--- src/rtl/alu_seq_unit.sv ---
`default_nettype none
// ============================================================================
//  Module   : alu_seq_unit
//  Brief    : Request/response ALU. Arithmetic and logic ops finish in one
//             execute cycle; shifts/rotates iterate one bit per cycle.
//             Flag slots: Z=0, C=1, V=2, N=3.
//             Op codes 0..14 are legal; any other code reports resp_err.
//  Revision : 1.0 - initial release
// ============================================================================
module alu_seq_unit #(
   parameter int DATA_WIDTH  = 8,
   parameter int FLAGS_WIDTH = 4,
   parameter int OP_WIDTH    = 4
) (
   input  logic                   master_clk,
   input  logic                   reset_n,
   input  logic                   req_valid,
   output logic                   req_ready,
   input  logic [OP_WIDTH-1:0]    req_op,
   input  logic [DATA_WIDTH-1:0]  req_a,
   input  logic [DATA_WIDTH-1:0]  req_b,
   input  logic [FLAGS_WIDTH-1:0] req_flags,
   output logic                   resp_valid,
   input  logic                   resp_ready,
   output logic [DATA_WIDTH-1:0]  resp_data,
   output logic [FLAGS_WIDTH-1:0] resp_flags,
   output logic                   resp_err
);

   // Flag slot positions inside the processor flag vector
   localparam int PF_Z = 0;
   localparam int PF_C = 1;
   localparam int PF_V = 2;
   localparam int PF_N = 3;
   localparam int MSB  = DATA_WIDTH - 1;

   // Operation codes
   localparam logic [OP_WIDTH-1:0] OP_ADD  = OP_WIDTH'(0);
   localparam logic [OP_WIDTH-1:0] OP_ADC  = OP_WIDTH'(1);
   localparam logic [OP_WIDTH-1:0] OP_SUB  = OP_WIDTH'(2);
   localparam logic [OP_WIDTH-1:0] OP_SBC  = OP_WIDTH'(3);
   localparam logic [OP_WIDTH-1:0] OP_CMP  = OP_WIDTH'(4);
   localparam logic [OP_WIDTH-1:0] OP_AND  = OP_WIDTH'(5);
   localparam logic [OP_WIDTH-1:0] OP_ORR  = OP_WIDTH'(6);
   localparam logic [OP_WIDTH-1:0] OP_XOR  = OP_WIDTH'(7);
   localparam logic [OP_WIDTH-1:0] OP_LSL  = OP_WIDTH'(8);
   localparam logic [OP_WIDTH-1:0] OP_LSR  = OP_WIDTH'(9);
   localparam logic [OP_WIDTH-1:0] OP_ASR  = OP_WIDTH'(10);
   localparam logic [OP_WIDTH-1:0] OP_ROL  = OP_WIDTH'(11);
   localparam logic [OP_WIDTH-1:0] OP_ROR  = OP_WIDTH'(12);
   localparam logic [OP_WIDTH-1:0] OP_ROLC = OP_WIDTH'(13);
   localparam logic [OP_WIDTH-1:0] OP_RORC = OP_WIDTH'(14);

   typedef enum logic [1:0] {
      ST_IDLE  = 2'd0,
      ST_SHIFT = 2'd1,
      ST_RESP  = 2'd2
   } state_t;

   state_t                 state_q, state_d;
   logic [DATA_WIDTH-1:0]  data_q,  data_d;
   logic [FLAGS_WIDTH-1:0] flags_q, flags_d;
   logic                   err_q,   err_d;
   logic [OP_WIDTH-1:0]    op_q,    op_d;
   logic [3:0]             cnt_q,   cnt_d;

   logic [DATA_WIDTH-1:0]  bop_w;
   logic                   cin_w;
   logic [DATA_WIDTH:0]    sum_w;
   logic [DATA_WIDTH-1:0]  exec_data_w;
   logic [FLAGS_WIDTH-1:0] exec_flags_w;
   logic                   exec_err_w;
   logic                   shift_op_w;
   logic                   is_arith_w;
   logic                   is_logic_w;
   logic [DATA_WIDTH-1:0]  step_data_w;
   logic                   step_c_w;

   // Outputs decode straight from registered state
   assign req_ready  = reset_n && (state_q == ST_IDLE);
   assign resp_valid = (state_q == ST_RESP);
   assign resp_data  = data_q;
   assign resp_flags = flags_q;
   assign resp_err   = err_q;

   // Shared adder: subtraction is A + ~B + carry-in (C=1 means no borrow)
   always_comb begin
      bop_w = req_b;
      cin_w = 1'b0;
      case (req_op)
         OP_ADC:         cin_w = req_flags[PF_C];
         OP_SUB, OP_CMP: begin bop_w = ~req_b; cin_w = 1'b1;             end
         OP_SBC:         begin bop_w = ~req_b; cin_w = req_flags[PF_C];  end
         default:        ;
      endcase
      sum_w = {1'b0, req_a} + {1'b0, bop_w} + {{DATA_WIDTH{1'b0}}, cin_w};
   end

   // Single-cycle result and flags for arithmetic, logic and illegal ops
   always_comb begin
      exec_data_w  = req_a;
      exec_flags_w = req_flags;
      exec_err_w   = 1'b0;
      shift_op_w   = 1'b0;
      is_arith_w   = 1'b0;
      is_logic_w   = 1'b0;
      case (req_op)
         OP_ADD, OP_ADC, OP_SUB, OP_SBC: begin
            exec_data_w = sum_w[MSB:0];
            is_arith_w  = 1'b1;
         end
         OP_CMP: is_arith_w = 1'b1;
         OP_AND: begin exec_data_w = req_a & req_b; is_logic_w = 1'b1; end
         OP_ORR: begin exec_data_w = req_a | req_b; is_logic_w = 1'b1; end
         OP_XOR: begin exec_data_w = req_a ^ req_b; is_logic_w = 1'b1; end
         OP_LSL, OP_LSR, OP_ASR, OP_ROL, OP_ROR, OP_ROLC, OP_RORC:
            shift_op_w = 1'b1;
         default: exec_err_w = 1'b1;
      endcase
      if (is_arith_w) begin
         exec_flags_w[PF_C] = sum_w[DATA_WIDTH];
         exec_flags_w[PF_V] = (req_a[MSB] == bop_w[MSB]) && (sum_w[MSB] != req_a[MSB]);
         exec_flags_w[PF_Z] = (sum_w[MSB:0] == '0);
         exec_flags_w[PF_N] = sum_w[MSB];
      end
      if (is_logic_w) begin
         exec_flags_w[PF_Z] = (exec_data_w == '0);
         exec_flags_w[PF_N] = exec_data_w[MSB];
      end
   end

   // One bit position of the latched shift/rotate op
   always_comb begin
      step_data_w = data_q;
      step_c_w    = flags_q[PF_C];
      case (op_q)
         OP_LSL:  begin step_c_w = data_q[MSB]; step_data_w = {data_q[MSB-1:0], 1'b0};          end
         OP_LSR:  begin step_c_w = data_q[0];   step_data_w = {1'b0, data_q[MSB:1]};            end
         OP_ASR:  begin step_c_w = data_q[0];   step_data_w = {data_q[MSB], data_q[MSB:1]};     end
         OP_ROL:  begin step_c_w = data_q[MSB]; step_data_w = {data_q[MSB-1:0], data_q[MSB]};   end
         OP_ROR:  begin step_c_w = data_q[0];   step_data_w = {data_q[0], data_q[MSB:1]};       end
         OP_ROLC: begin step_c_w = data_q[MSB]; step_data_w = {data_q[MSB-1:0], flags_q[PF_C]}; end
         OP_RORC: begin step_c_w = data_q[0];   step_data_w = {flags_q[PF_C], data_q[MSB:1]};   end
         default: ;
      endcase
   end

   // Next-state: accept in IDLE, iterate in SHIFT, hold result in RESP
   always_comb begin
      state_d = state_q;
      data_d  = data_q;
      flags_d = flags_q;
      err_d   = err_q;
      op_d    = op_q;
      cnt_d   = cnt_q;
      case (state_q)
         ST_IDLE: begin
            if (req_valid) begin
               op_d  = req_op;
               err_d = exec_err_w;
               if (shift_op_w) begin
                  data_d  = req_a;
                  flags_d = req_flags;
                  if (req_b[3:0] == 4'd0) begin
                     state_d = ST_RESP;
                  end else begin
                     cnt_d   = req_b[3:0];
                     state_d = ST_SHIFT;
                  end
               end else begin
                  data_d  = exec_data_w;
                  flags_d = exec_flags_w;
                  state_d = ST_RESP;
               end
            end
         end
         ST_SHIFT: begin
            data_d        = step_data_w;
            flags_d[PF_C] = step_c_w;
            cnt_d         = cnt_q - 4'd1;
            if (cnt_q == 4'd1) begin
               flags_d[PF_Z] = (step_data_w == '0);
               flags_d[PF_N] = step_data_w[MSB];
               state_d       = ST_RESP;
            end
         end
         ST_RESP: begin
            if (resp_ready) begin
               state_d = ST_IDLE;
            end
         end
         default: state_d = ST_IDLE;
      endcase
   end

   // State and datapath registers; reset drops any transaction in flight
   always_ff @(posedge master_clk or negedge reset_n) begin
      if (!reset_n) begin
         state_q <= ST_IDLE;
         data_q  <= '0;
         flags_q <= '0;
         err_q   <= 1'b0;
         op_q    <= '0;
         cnt_q   <= 4'd0;
      end else begin
         state_q <= state_d;
         data_q  <= data_d;
         flags_q <= flags_d;
         err_q   <= err_d;
         op_q    <= op_d;
         cnt_q   <= cnt_d;
      end
   end

endmodule
`default_nettype wire

--- config.mk ---
export PLATFORM = sky130hd
export DESIGN_NAME = alu_seq_unit
export DESIGN_NICKNAME = d
export VERILOG_FILES = /design/src/rtl/alu_seq_unit.sv
export SDC_FILE = /design/constraint.sdc
export NUM_CORES = 1
export LEC_CHECK = 0
export ABC_AREA = 1
export BUFFER_PORTS_ARGS = -buffer_cell sky130_fd_sc_hd__buf_2
export CAP_MARGIN = 20
export CORE_ASPECT_RATIO = 1.1
export CORE_MARGIN = 4
export CORE_UTILIZATION = 50
export CTS_CLUSTER_SIZE = 25
export DETAILED_ROUTE_END_ITERATION = 7
export PLACE_DENSITY = 0.8
export SYNTH_ARGS = -nofsm -noshare
export SYNTH_HDL_FRONTEND = slang
export SYNTH_SLANG_ARGS = --single-unit
export TNS_END_PERCENT = 20
--- constraint.sdc ---
create_clock -name master_clk -period 2.4 [get_ports master_clk]
set_input_delay 0.48 -clock master_clk [delete_from_list [all_inputs] [get_ports master_clk]]
set_output_delay 0.48 -clock master_clk [all_outputs]
set_load 0.005 [all_outputs]
# After elaboration in Yosys (flattened, before gate mapping)

Index checks and enable logic that the tools add are counted.

Bits in registers: 23
Word-level logic and storage cells: 103
Input bits: 28

Bitwise logic cells: 4
$add $sub $neg: 3
Reduce and logical (&&, ||, !) cells: 25
Equal/unequal tests: 32
Muxes and demuxes: 31

Operators with widths:

| cell                                                            | number |
|---|---|
| 4-bit == test, second input constant                            | 14 |
| 8-bit one-hot mux with 7 select lines                           | 1 |
| 8-bit one-hot mux with 4 select lines                           | 1 |
| 8-bit logical NOT                                               | 3 |
| 4-bit two-way mux                                               | 6 |
| 8-bit two-way mux                                               | 3 |
| 4-bit by 3-bit == test with 1-bit output, second input constant | 4 |
| 8-bit one-hot mux with 2 select lines                           | 1 |
| 15-bit OR reduction                                             | 1 |
| 2-bit two-way mux                                               | 5 |
| 8-bit by 8-bit adder with 9-bit output                          | 1 |
| 9-bit by 1-bit adder with 9-bit output                          | 1 |
| 3-bit AND reduction                                             | 3 |
| 3-bit OR reduction                                              | 3 |
| 8-bit bitwise AND                                               | 1 |
| 4-bit by 1-bit == test with 1-bit output, second input constant | 2 |
| 4-bit by 2-bit == test with 1-bit output, second input constant | 2 |
| 4-bit logical NOT                                               | 2 |
| 1-bit two-way mux                                               | 8 |
| 2-bit inequality test, second input constant                    | 4 |
| 8-bit NOT                                                       | 1 |
| 8-bit bitwise OR                                                | 1 |
| 4-bit one-hot mux with 2 select lines                           | 1 |
| 4-bit OR reduction                                              | 2 |
| 19 further kinds                                                | 24 |

# Longest topological paths before layout

Gate-level depths: netlist (run 1).

Depth in word-level cells: 12
Depth in mapped cells: 23
Depth with buffers taken out: 22

# Worst setup path after synthesis (run 1)

No wires, ideal clock.

Path type: input port to flip-flop
Start: input req_op[3]
End: register flags_q[0], in the netlist resp_flags[0]
Data required time: 2.327 ns
Path slack: -0.799 ns
Library setup time: 0.073 ns
Path buffers: 2
Arrival time: 3.126 ns
Stages: 17
Path through: buf_4 nor2_2 buf_2 inv_2 o21ai_4 xor2_1 fa_1 inv_1 fa_1 or2_2 nor2_1 nand3_1 nand2_1 nand2_1 nand2_1 nand3_2 a21oi_2

Word-level cells in the longest chain between the ends: 11
Elaborated cells between the ends (all ways): 37
Classes of those cells: add/sub: 2; eq/ne: 14; mux: 11; reduce/logical: 10

Ends and longest elaborated chain:

| what                                                                                                 | line     | RTL |
|---|---|---|
| from (decl)                                                                                          | 19       | `input logic [OP_WIDTH-1:0] req_op,` |
| 4-bit by 3-bit == test with 1-bit output or 4-bit by 2-bit == test with 1-bit output (tied branches) | 90, 107  |  |
| 3-bit OR reduction (no line)                                                                         | n/a      |  |
| 8-bit two-way mux                                                                                    | n/a      |  |
| 8-bit by 8-bit adder with 9-bit output                                                               | 96       | `sum_w = {1'b0, req_a} + {1'b0, bop_w} + {{DATA_WIDTH{1'b0}}, cin_w};` |
| 9-bit by 1-bit adder with 9-bit output                                                               | 96       |  |
| 8-bit one-hot mux with 4 select lines or 8-bit logical NOT (tied branches)                           | 107, 123 |  |
| 8-bit logical NOT or 4-bit two-way mux (tied branches)                                               | 127, 120 |  |
| 1-bit two-way mux                                                                                    | 126      | `if (is_logic_w) begin` |
| 4-bit two-way mux *                                                                                  | 161      | `if (shift_op_w) begin` |
| 4-bit two-way mux *                                                                                  | 158      | `if (req_valid) begin` |
| 2-bit one-hot mux with 2 select lines *                                                              | 156      | `case (state_q)` |
| to (signal assigned)                                                                                 | 208      | `flags_q <= flags_d;` |
| to (decl)                                                                                            | 62       | `logic [FLAGS_WIDTH-1:0] flags_q, flags_d;` |

Mark *: on every way between the ends. The rest lies on a longest branch, timed or not. The select of a mux whose other input is x is not followed.
A chain may end at the register's enable or synchronous reset.

# Final worst setup path (run 1)

Ends and elaborated chain as after synthesis.

==> results of run 1 <==
==> repair_timing <==
action,CTS,global route
setup endpoints to repair,11,11
gates resized for setup,30,15
setup buffers,2,3
hold endpoints to repair,0,0
pin swaps,25,15
hold buffers,0,0
==> kinds of logic (layout without fill, tap and decap cells) <==
kind of cell | Yosys count | after routing | synth area share
xor+xnor | 8 | 8 | 0.0258
flops | 23 | 23 | 0.212
fa+ha+maj | 27 | 27 | 0.130
simple gates | 234 | 234 | 0.382
buf+inv | 81 | 168 | 0.118
compound gates | 59 | 59 | 0.132
==> synth_stat cells (all sizes together) <==
cell type and instances:
clkbuf 2, o211ai 5, a22o 1, o32ai 1
nor2 56, nand2 123, a22oi 1, o21a 1
nand3b 3, xor2 8, o221ai 1, o22ai 2
fa 2, nor3 5, a21oi 9, or2 3
nand4 14, ha 25, clkinv 2, dfrtp 23
a31oi 3, inv 73, buf 4, nand3 30
o21ai 35
==> placed cells by master (no fill, tap or decap), types with 14 or more instances in the layout <==
master / n
nand2_1: 112
inv_1: 64
nor2_1: 47
nand3_1: 27
dfrtp_1: 23
buf_4: 43
ha_1: 20
o21ai_0: 26
buf_2: 38
nand4_1: 14
==> state kept, by name (all words and copies together) (netlist names) <==
register	count
resp_flags	4
resp_data	8
cnt_q	4
resp_err	1
op_q	4
state_q	2
==> stage by stage <==
| stage | util | cell area, sq um |
|---|---|---|
| after CTS | 0.682 | 3500 |
| after floorplan | - | 2760 |
| after detailed placement | 0.647 | 3320 |
| after global routing | 0.701 | 3600 |
| after global placement | 0.647 | 3320 |
| final | 0.701 | 3600 |
==> layout make-up <==
class / instances / area share
timing repair buffer: 89 / 0.169
sequential: 23 / 0.160
clock buffer: 3 / 0.0115
multi-input combinational: 328 / 0.552
tap: 72 / 0.0250
clock inverter: 1 / 0.00139
inverter: 75 / 0.0820
==> worst paths after layout <==
path	from	to	slack [ns]	cells past startpoint
worst max-delay path	req_op[3]	resp_flags[0]	-0.27	21
worst min-delay path	reset_n	resp_data[0]	0.19	2
worst max register to register	op_q[0]	resp_data[1]	0.53	6
worst min register to register	resp_err	resp_err	0.51	2
max in group asynchronous	reset_n	cnt_q[2]	1.97	2
min in group master_clk	resp_ready	state_q[1]	0.40	2
==> power groups by stage <==
stage | logic, mW | clock network [mW] | registers (mW)
3_3_place_gp | 1.58 | 0 | 0.776
3_5_place_dp | 1.62 | 0 | 0.781
6_report | 1.77 | 0.242 | 0.781
2_1_floorplan | 1.14 | 0 | 0.736
5_1_grt | 2.00 | 0.266 | 0.805
4_1_cts | 1.68 | 0.247 | 0.774
==> layer usage <==
layer,track usage,part of all wire
met4,0.0938,0.027
met1,0.277,0.39
met3,0.0170,0.059
met2,0.438,0.52
met5,0,0
==> worst max-delay path, delay by kind of cell <==
kind / cells / cell delay (ns)
adders and majority gates: 2 / 0.57
buffers and inverters: 3 / 0.19
AOI/OAI and AO/OA: 2 / 0.36
and+or+nand+nor: 13 / 1.09
xor gates and xnor gates: 1 / 0.18
==> flow_metrics.py, run 1 <==
metrics = {
    "logic_synthesis": {
        "ys_seq_area_frac": 0.212,
        "synth_area_per_cell_sq_um": 6.28,
        "synthesis.area_sq_um": 2710,
        "syn-num-nets": 487,
        "synth_warnings": 0,
        "synth_seq_cells": 23,
        "synth_area_leaders": "dfrtp_1 21%, nand2_1 17%, ha_1 12%",
        "synth_top_area_frac": 0.212,
        "synth_cell_types": 38,
        "synth_cells": 432,
        "synth.largest_area_cell": "dfrtp_1",
    },
    "sta": {
        "setup_slack_ns": -0.267,
        "finClkSkew_ns": 0.00289,
        "setup_viol": 9,
        "tightest_slew_ns": 0.447,
        "layout_min_cycle_time_ns": 2.67,
        "maxClockFrequency_ghz": 0.375,
        "relSlewSlack": 0.702,
        "fin_crit_sh": 1.11,
        "slew_viol_final": 0,
        "grt_setup_unrepaired": "yes",
        "fin_setup_tns_ns": -1.14,
        "hold_violations": 0,
        "whs_ns": 0.193,
    },
    "critical_path": {
        "critPathLaunchType": "input port",
        "slowest_delay_ns": 0.36,
        "path_common_cell": "nand2_1",
        "worst-setup-path-type": "in2reg",
        "path_max_fanout": 3,
        "path_cells": "buf_6 > nor2_4 > inv_4 > o21ai_4 > xor2_2 > fa_2 > inv_2 > fa_2 > nand2_4 > nand3_4 > nand3_2 > nand2_2 > nand2_1 > nand2_1 > nand2_1 > nand2_2 > nor2_1 > nand3_1 > nand2_1 > nand3_2 > a21oi_2",
        "cp.required_ns": 2.60,
        "end_kind": "register",
        "cp.arrival_ns": 2.87,
        "cpMaxStageDelayCell": "fa_2",
    },
    "routing": {
        "ant_nets": 0,
        "first_pass_iters": 4,
        "drt_iter0_markers": 196,
        "routed_wl_microns": 7860,
        "post_drt_wl_per_cell_microns": 13.3,
        "drc": 0,
        "vias": 3089,
        "viasPerCell": 5.23,
    },
    "floorplanning": {
        "design.portCount": 43,
        "start_util": 0.528,
        "row_count": 27,
        "core_area_sq_um": 5130,
        "dieArea_sq_um": 6670,
        "die_h_microns": 85.2,
        "die_w_microns": 78.2,
    },
    "clock_tree": {
        "numCtsBuffers": 3,
        "htree_levels": 1,
        "cts_root_buf": "clkbuf_8",
        "clk_latency_ns": 0.27,
        "cts_tree": "built",
        "clock_path_buffers": 2,
        "cts.clk_slew.worst_paths_ns": 0.08,
        "cts_sinks": 23,
    },
    "final_layout": {
        "layout.cells.non_filler": 591,
        "antenna_cells": 0,
        "fill_cells": 448,
        "syn2layout_area_growth_pct": 32.8,
        "drive_above_1_share": 0.289,
        "nNetsFinal": 575,
        "multiInputGateArea_sq_um": 1990,
        "regArea_sq_um": 576,
    },
    "power_and_ir_drop": {
        "p_switching_mw": 1.39,
        "switching_share": 0.498,
        "intPower_mw": 1.40,
        "total_power_mw": 2.79,
        "power.density_nw_per_um2": 775,
        "clkPwrFrac": 0.087,
        "leakage_nw": 1.91,
        "p_seq_frac": 0.280,
        "vdd_drop_max_v": 0.000339,
        "p_comb_frac": 0.633,
    },
    "placement": {
        "place_inst": 582,
        "place.gp.congestion": 0.911,
        "hpwl_microns": 6110,
        "dpl_worst_slack_ns": -0.631,
        "port_buffers": 42,
    },
    "grt": {
        "grt_pass1_vias": 2961,
        "grt_pass1_wl_microns": 12900,
        "grt_usage": 0.235,
        "antenna_found_initial": 0,
        "grt_max_degree": 24,
        "grt.overflow.total": 0,
    },
    "job": {
        "drv_cap": 0,
    },
    "hold_path": {
        "hold_path.class": "in2async",
    },
    "outcome": {
        "status": "finished, violations left",
        "violations": "setup timing",
    },
}
Note: power is estimated with default switching activity, not from simulation.
==> run 2: changes to the inputs <==
Settings changed: ABC_AREA 1 to not set.
==> run 2 against run 1 <==
The run still ends with setup timing left. Cell count decreased by 13%. Clock power decreased by 2%. Sequential power increased by 11%. Power increased by 1.4%. Combinational power decreased by 3%. Synthesized cell count decreased by 18%. Die area decreased by 0.29%. Critical endpoint unchanged. Largest cell class unchanged. Highest routed layer unchanged.
==> flow_metrics.py, run 2 <==
metrics = {
    "grt": {
        "grt_usage": 0.262,
        "grt_max_degree": 24,
        "antenna_found_initial": 0,
        "grt_pass1_wl_microns": 14300,
        "grt.overflow.total": 0,
        "grt_pass1_vias": 3090,
    },
    "clock_tree": {
        "clock_path_buffers": 2,
        "cts.clk_slew.worst_paths_ns": 0.08,
        "cts_root_buf": "clkbuf_8",
        "htree_levels": 1,
        "cts_tree": "built",
        "numCtsBuffers": 3,
        "cts_sinks": 23,
        "clk_latency_ns": 0.26,
    },
    "sta": {
        "fin_crit_sh": 1.23,
        "grt_setup_unrepaired": "yes",
        "tightest_slew_ns": 0.581,
        "setup_viol": 11,
        "setup_slack_ns": -0.550,
        "hold_violations": 0,
        "slew_viol_final": 0,
        "relSlewSlack": 0.610,
        "maxClockFrequency_ghz": 0.339,
        "layout_min_cycle_time_ns": 2.95,
        "finClkSkew_ns": 0.00329,
        "fin_setup_tns_ns": -3.72,
    },
    "power_and_ir_drop": {
        "leakage_nw": 1.70,
        "switching_share": 0.471,
        "clkPwrFrac": 0.084,
        "intPower_mw": 1.50,
        "power.density_nw_per_um2": 780,
        "vdd_drop_max_v": 0.000351,
        "p_switching_mw": 1.33,
        "p_comb_frac": 0.609,
        "p_seq_frac": 0.307,
    },
    "logic_synthesis": {
        "ys_seq_area_frac": 0.213,
        "ys.flop_type": "dfrtp_1",
        "synth_seq_cells": 23,
        "synthesis.area_sq_um": 2700,
        "synth_top_area_frac": 0.213,
        "synth_cells": 353,
        "synth_cell_types": 60,
        "synth.largest_area_cell": "dfrtp_1",
        "synth-edff-count": 0,
        "synth_warnings": 0,
        "synth_area_leaders": "dfrtp_1 21%, ha_1 12%, nand2_1 5.0%",
        "yosys-top-cells-count": "36 x nand2_1, 34 x nor2_1, 26 x o21ai_0",
        "synth.most_common_cell": "nand2_1",
        "syn-num-nets": 408,
        "synthArstFlopShare": 1.00,
        "synth_area_per_cell_sq_um": 7.66,
    },
    "hold_path": {
        "hold_path.class": "in2async",
    },
    "final_layout": {
        "postLayoutCellArea_sq_um": 3620,
        "drive_above_1_share": 0.307,
        "nNetsFinal": 499,
        "syn2layout_area_growth_pct": 34.1,
        "largest_register_ffs": 8,
        "layout_commonest_cell": "buf_4",
        "postLayoutCoreUtil": 0.706,
        "mostFrequentLayoutCells": "57 x buf_4, 40 x buf_2, 34 x nand2_1",
        "layout.cells.non_filler": 515,
        "antenna_cells": 0,
    },
    "routing": {
        "routed_wl_microns": 8610,
        "wl_met2_microns": 4340,
        "post_drt_wl_per_cell_microns": 16.7,
        "drt_iter0_markers": 344,
        "first_pass_iters": 5,
        "ant_nets": 0,
        "vias": 3138,
        "wl_met3_microns": 572,
        "viasPerCell": 6.09,
        "drc": 0,
        "routed.top_layer": "met4",
        "wl_met1_microns": 3310,
    },
    "critical_path": {
        "r2r_cells": 7,
        "end_kind": "register",
        "reg2reg_slack_ns": 0.11,
        "cp.arrival_ns": 3.14,
        "critPathLaunchType": "input port",
        "rr_endpoint": "resp_flags[0]",
        "worst-setup-path-type": "in2reg",
        "startpoint": "req_op[0]",
        "cp.required_ns": 2.59,
        "path_max_fanout": 5,
        "rr_startpoint": "op_q[2]",
    },
    "placement": {
        "placed_area_sq_um": 3400,
        "place_inst": 506,
        "port_buffers": 42,
        "place.gp.congestion": 0.957,
        "hpwl_microns": 6530,
        "dpl_worst_slack_ns": -0.941,
    },
    "floorplanning": {
        "core_area_sq_um": 5130,
        "die_w_microns": 78.1,
        "start_util": 0.526,
        "dieArea_sq_um": 6650,
        "design.portCount": 43,
        "row_count": 27,
        "die_h_microns": 85.1,
    },
    "outcome": {
        "status": "finished, violations left",
        "violations": "setup timing",
    },
    "job": {
        "drv_cap": 0,
    },
}
## run 2: layout make-up
type	instances	area (sq um)
multi-input cells	287	2110
fillers	435	1510
repair buffers	102	706
flip-flops and latches	23	576
inverters	27	101
well taps	72	90.1
clock buffers	4	45.0
## run 2: how the worst max path moves through the flow
stage | depth (start not counted) | end
after floorplan | 15 | resp_flags[0]
after global placement | 15 | resp_flags[0]
after detailed placement | 15 | resp_flags[0]
after CTS | 15 | resp_flags[0]
after global routing | 15 | resp_flags[0]
final | 15 | resp_flags[0]
## run 2: timing repair
item | in CTS | in global routing
endpoints found under the hold margin | 0 | 0
setup buffers | 4 | 2
gates resized for setup | 28 | 6
pin swaps | 19 | 12
hold buffers | 0 | 0
endpoints found under the setup margin | 11 | 12
## run 2: worst max-delay path: stages
cell       delay [ns]
buf_12           0.11
nor2_4           0.11
nand2_2          0.08
a21oi_4          0.17
xnor2_2          0.14
fa_2             0.24
inv_2            0.04
fa_2             0.40
xor2_1           0.18
nor3b_2          0.21
nand4b_1         0.10
or4_1            0.48
a2111oi_2        0.21
o21ai_1          0.11
o211ai_2         0.08
## run 2: per-stage QoR
stage,hold slack (ns),power [mW]
after floorplan,0.184,1.88
after global placement,0.455,2.42
after detailed placement,0.487,2.49
after CTS,0.240,2.79
after global routing,0.250,3.05
final,0.228,2.83
## run 2: metal layers
metal,global-route usage,vias to the layer above
met3,0.0340,37
met1,0.306,1469
met4,0.124,0
met2,0.470,150
met5,0,-
li1,-,1482
## run 2: cell families (layout without fill, tap and decap cells)
group,count (synthesis),count (layout),share of synthesized area
AO/OA/AOI/OAI,119,119,0.305
XOR/XNOR,13,13,0.0421
adder cells (fa/ha/maj),27,27,0.131
buffers and inverters,43,133,0.0611
flip-flops,23,23,0.213
multiplexers,6,6,0.0231
AND/OR/NAND/NOR,122,122,0.225
## run 2: power groups by stage
| stage | Clock, mW | Sequential [mW] | Combinational, mW |
|---|---|---|---|
| CTS | 0.240 | 0.858 | 1.69 |
| finish | 0.238 | 0.867 | 1.72 |
| floorplan | 0 | 0.736 | 1.15 |
| global route | 0.261 | 0.902 | 1.89 |
| global placement | 0 | 0.846 | 1.57 |
| detailed placement | 0 | 0.865 | 1.62 |
==> run 3: changes to the inputs <==
--- a/constraint.sdc
+++ b/constraint.sdc
@@ -3,2 +3,2 @@
 set_output_delay 0.48 -clock master_clk [all_outputs]
-set_load 0.005 [all_outputs]
+set_load 0.1 [all_outputs]
==> run 3 against run 2 <==
The run still ends with setup timing left. Combinational power up 51%. Worst setup slack worse by 0.091 ns. Worst hold slack got worse by 0.012 ns. Via count increased by 2.3%. Largest cell class unchanged.
==> flow_metrics.py, run 3 (synthesized netlist as in run 2, its figures left out) <==
metrics = {
    "final_layout": {
        "antenna_cells": 0,
        "syn2layout_area_growth_pct": 35.2,
        "mostFrequentLayoutCells": "60 x buf_4, 40 x buf_2, 34 x nand2_1",
        "largest_register_ffs": 8,
        "layout_commonest_cell": "buf_4",
        "nNetsFinal": 503,
        "drive_above_1_share": 0.322,
        "postLayoutCellArea_sq_um": 3650,
        "fill_cells": 430,
    },
    "routing": {
        "first_pass_iters": 5,
        "drc": 0,
        "post_drt_wl_per_cell_microns": 17.1,
        "routed_wl_microns": 8860,
        "drt_iter0_markers": 380,
        "ant_nets": 0,
        "viasPerCell": 6.18,
        "vias": 3209,
    },
    "critical_path": {
        "rr_startpoint": "op_q[2]",
        "cp.arrival_ns": 3.23,
        "path_buf_inv": 2,
        "critPathLaunchType": "input port",
        "cp_top_family": "simple AND/OR/NAND/NOR gates",
        "path_common_cell": "fa_2",
        "slowest_delay_ns": 0.54,
        "worst-setup-path-type": "in2reg",
        "cp.required_ns": 2.59,
        "path_max_fanout": 5,
        "end_kind": "register",
        "cpMaxStageDelayCell": "or4_1",
        "startpoint": "req_op[1]",
        "path_cells": "buf_8 > nor2_4 > nand2_2 > a21oi_4 > xnor2_2 > fa_2 > inv_2 > fa_2 > a211oi_2 > nor3b_2 > nor4b_2 > or4_1 > a2111oi_2 > o21ai_1 > o211ai_2",
    },
    "clock_tree": {
        "numCtsBuffers": 3,
        "cts_sinks": 23,
        "htree_levels": 1,
        "clock_path_buffers": 2,
        "cts_tree": "built",
        "cts_root_buf": "clkbuf_8",
        "cts.clk_slew.worst_paths_ns": 0.09,
        "clk_latency_ns": 0.27,
    },
    "sta": {
        "hold_violations": 0,
        "finClkSkew_ns": 0.00922,
        "grt_setup_unrepaired": "yes",
        "setup_slack_ns": -0.641,
        "layout_min_cycle_time_ns": 3.04,
        "fin_crit_sh": 1.27,
        "tightest_slew_ns": 0.642,
        "slew_viol_final": 0,
        "fin_setup_tns_ns": -4.13,
        "relSlewSlack": 0.569,
        "maxClockFrequency_ghz": 0.329,
        "setup_viol": 11,
    },
    "job": {
        "drv_cap": 0,
    },
    "power_and_ir_drop": {
        "power.density_nw_per_um2": 1010,
        "vdd_drop_max_v": 0.000849,
        "leakage_nw": 1.71,
    },
    "grt": {
        "grt_pass1_vias": 3098,
        "grt_max_degree": 24,
        "grt.overflow.total": 0,
        "grt_usage": 0.262,
        "grt_pass1_wl_microns": 14400,
        "antenna_found_initial": 0,
    },
    "floorplanning": {
        "die_h_microns": 85.1,
        "core_area_sq_um": 5130,
        "start_util": 0.526,
        "design.portCount": 43,
        "row_count": 27,
        "dieArea_sq_um": 6650,
        "die_w_microns": 78.1,
    },
    "hold_path": {
        "hold_path.class": "in2async",
    },
    "placement": {
        "place.gp.congestion": 0.953,
        "hpwl_microns": 6530,
        "placed_area_sq_um": 3410,
        "port_buffers": 42,
    },
    "outcome": {
        "violations": "setup timing",
        "status": "finished, violations left",
    },
}
## run 3: cell count changes in the layout (fill, tap and decap cells not counted), sizes merged
cell / before / now
clkbuf: 4 / 3
clkinv: 2 / 3
buf: 102 / 106
## run 3: path summary, 6_finish.rpt
| path | depth (start not counted) | end | slack (ns) |
|---|---|---|---|
| min reg2reg | 2 | resp_flags[2] | 0.49 |
| max in group asynchronous | 2 | resp_data[6] | 1.94 |
| max reg2reg | 7 | resp_flags[0] | 0.17 |
| min in group master_clk | 4 | state_q[1] | 0.48 |
| max | 15 | resp_flags[0] | -0.64 |
| min | 2 | resp_data[0] | 0.22 |
## run 3: what timing repair did
item                       CTS  global route
cloned                       0             0
setup buffers                5             5
setup endpoints to repair   11            12
pin swaps                   12            10
hold buffers                 0             0
gates resized for setup     20            14
## run 3: report_power, final
part / internal (mW) / total [mW] / switching [mW] / leakage [nW]
sequential: 0.566 / 0.859 / 0.293 / 0.282
combinational: 0.830 / 2.60 / 1.77 / 1.41
clock: 0.116 / 0.245 / 0.129 / 0.0255
## run 3: area by class of cell
| class | count | area (sq um) | share of cell area |
|---|---|---|---|
| clock buffer | 3 | 41.3 | 0.0113 |
| clock inverter | 1 | 5.00 | 0.00137 |
| tap | 72 | 90.1 | 0.0247 |
| timing repair buffer | 106 | 734 | 0.201 |
| inverter | 27 | 101 | 0.0277 |
| multi-input combinational | 287 | 2110 | 0.576 |
| sequential | 23 | 576 | 0.158 |
## run 3: metal layers
| metal | wire (microns) | part of all wire | GRT usage | vias up |
|---|---|---|---|---|
| met5 | 0 | 0 | 0 | - |
| met4 | 332 | 0.037 | 0.119 | 0 |
| met3 | 520 | 0.059 | 0.0382 | 33 |
| met2 | 4530 | 0.51 | 0.466 | 156 |
| met1 | 3480 | 0.39 | 0.310 | 1528 |
| li1 | - | - | - | 1492 |
## run 3: metrics by stage
step	worst slack, ns	instances	hold slack, ns	util	power (mW)
floorplan	-0.904	353	0.184	-	2.72
global route	-0.773	519	0.247	0.712	3.93
detailed placement	-0.897	507	0.482	0.663	3.35
global placement	-0.791	507	0.455	0.663	3.27
CTS	-0.557	516	0.225	0.696	3.64
finish	-0.641	519	0.216	0.712	3.71
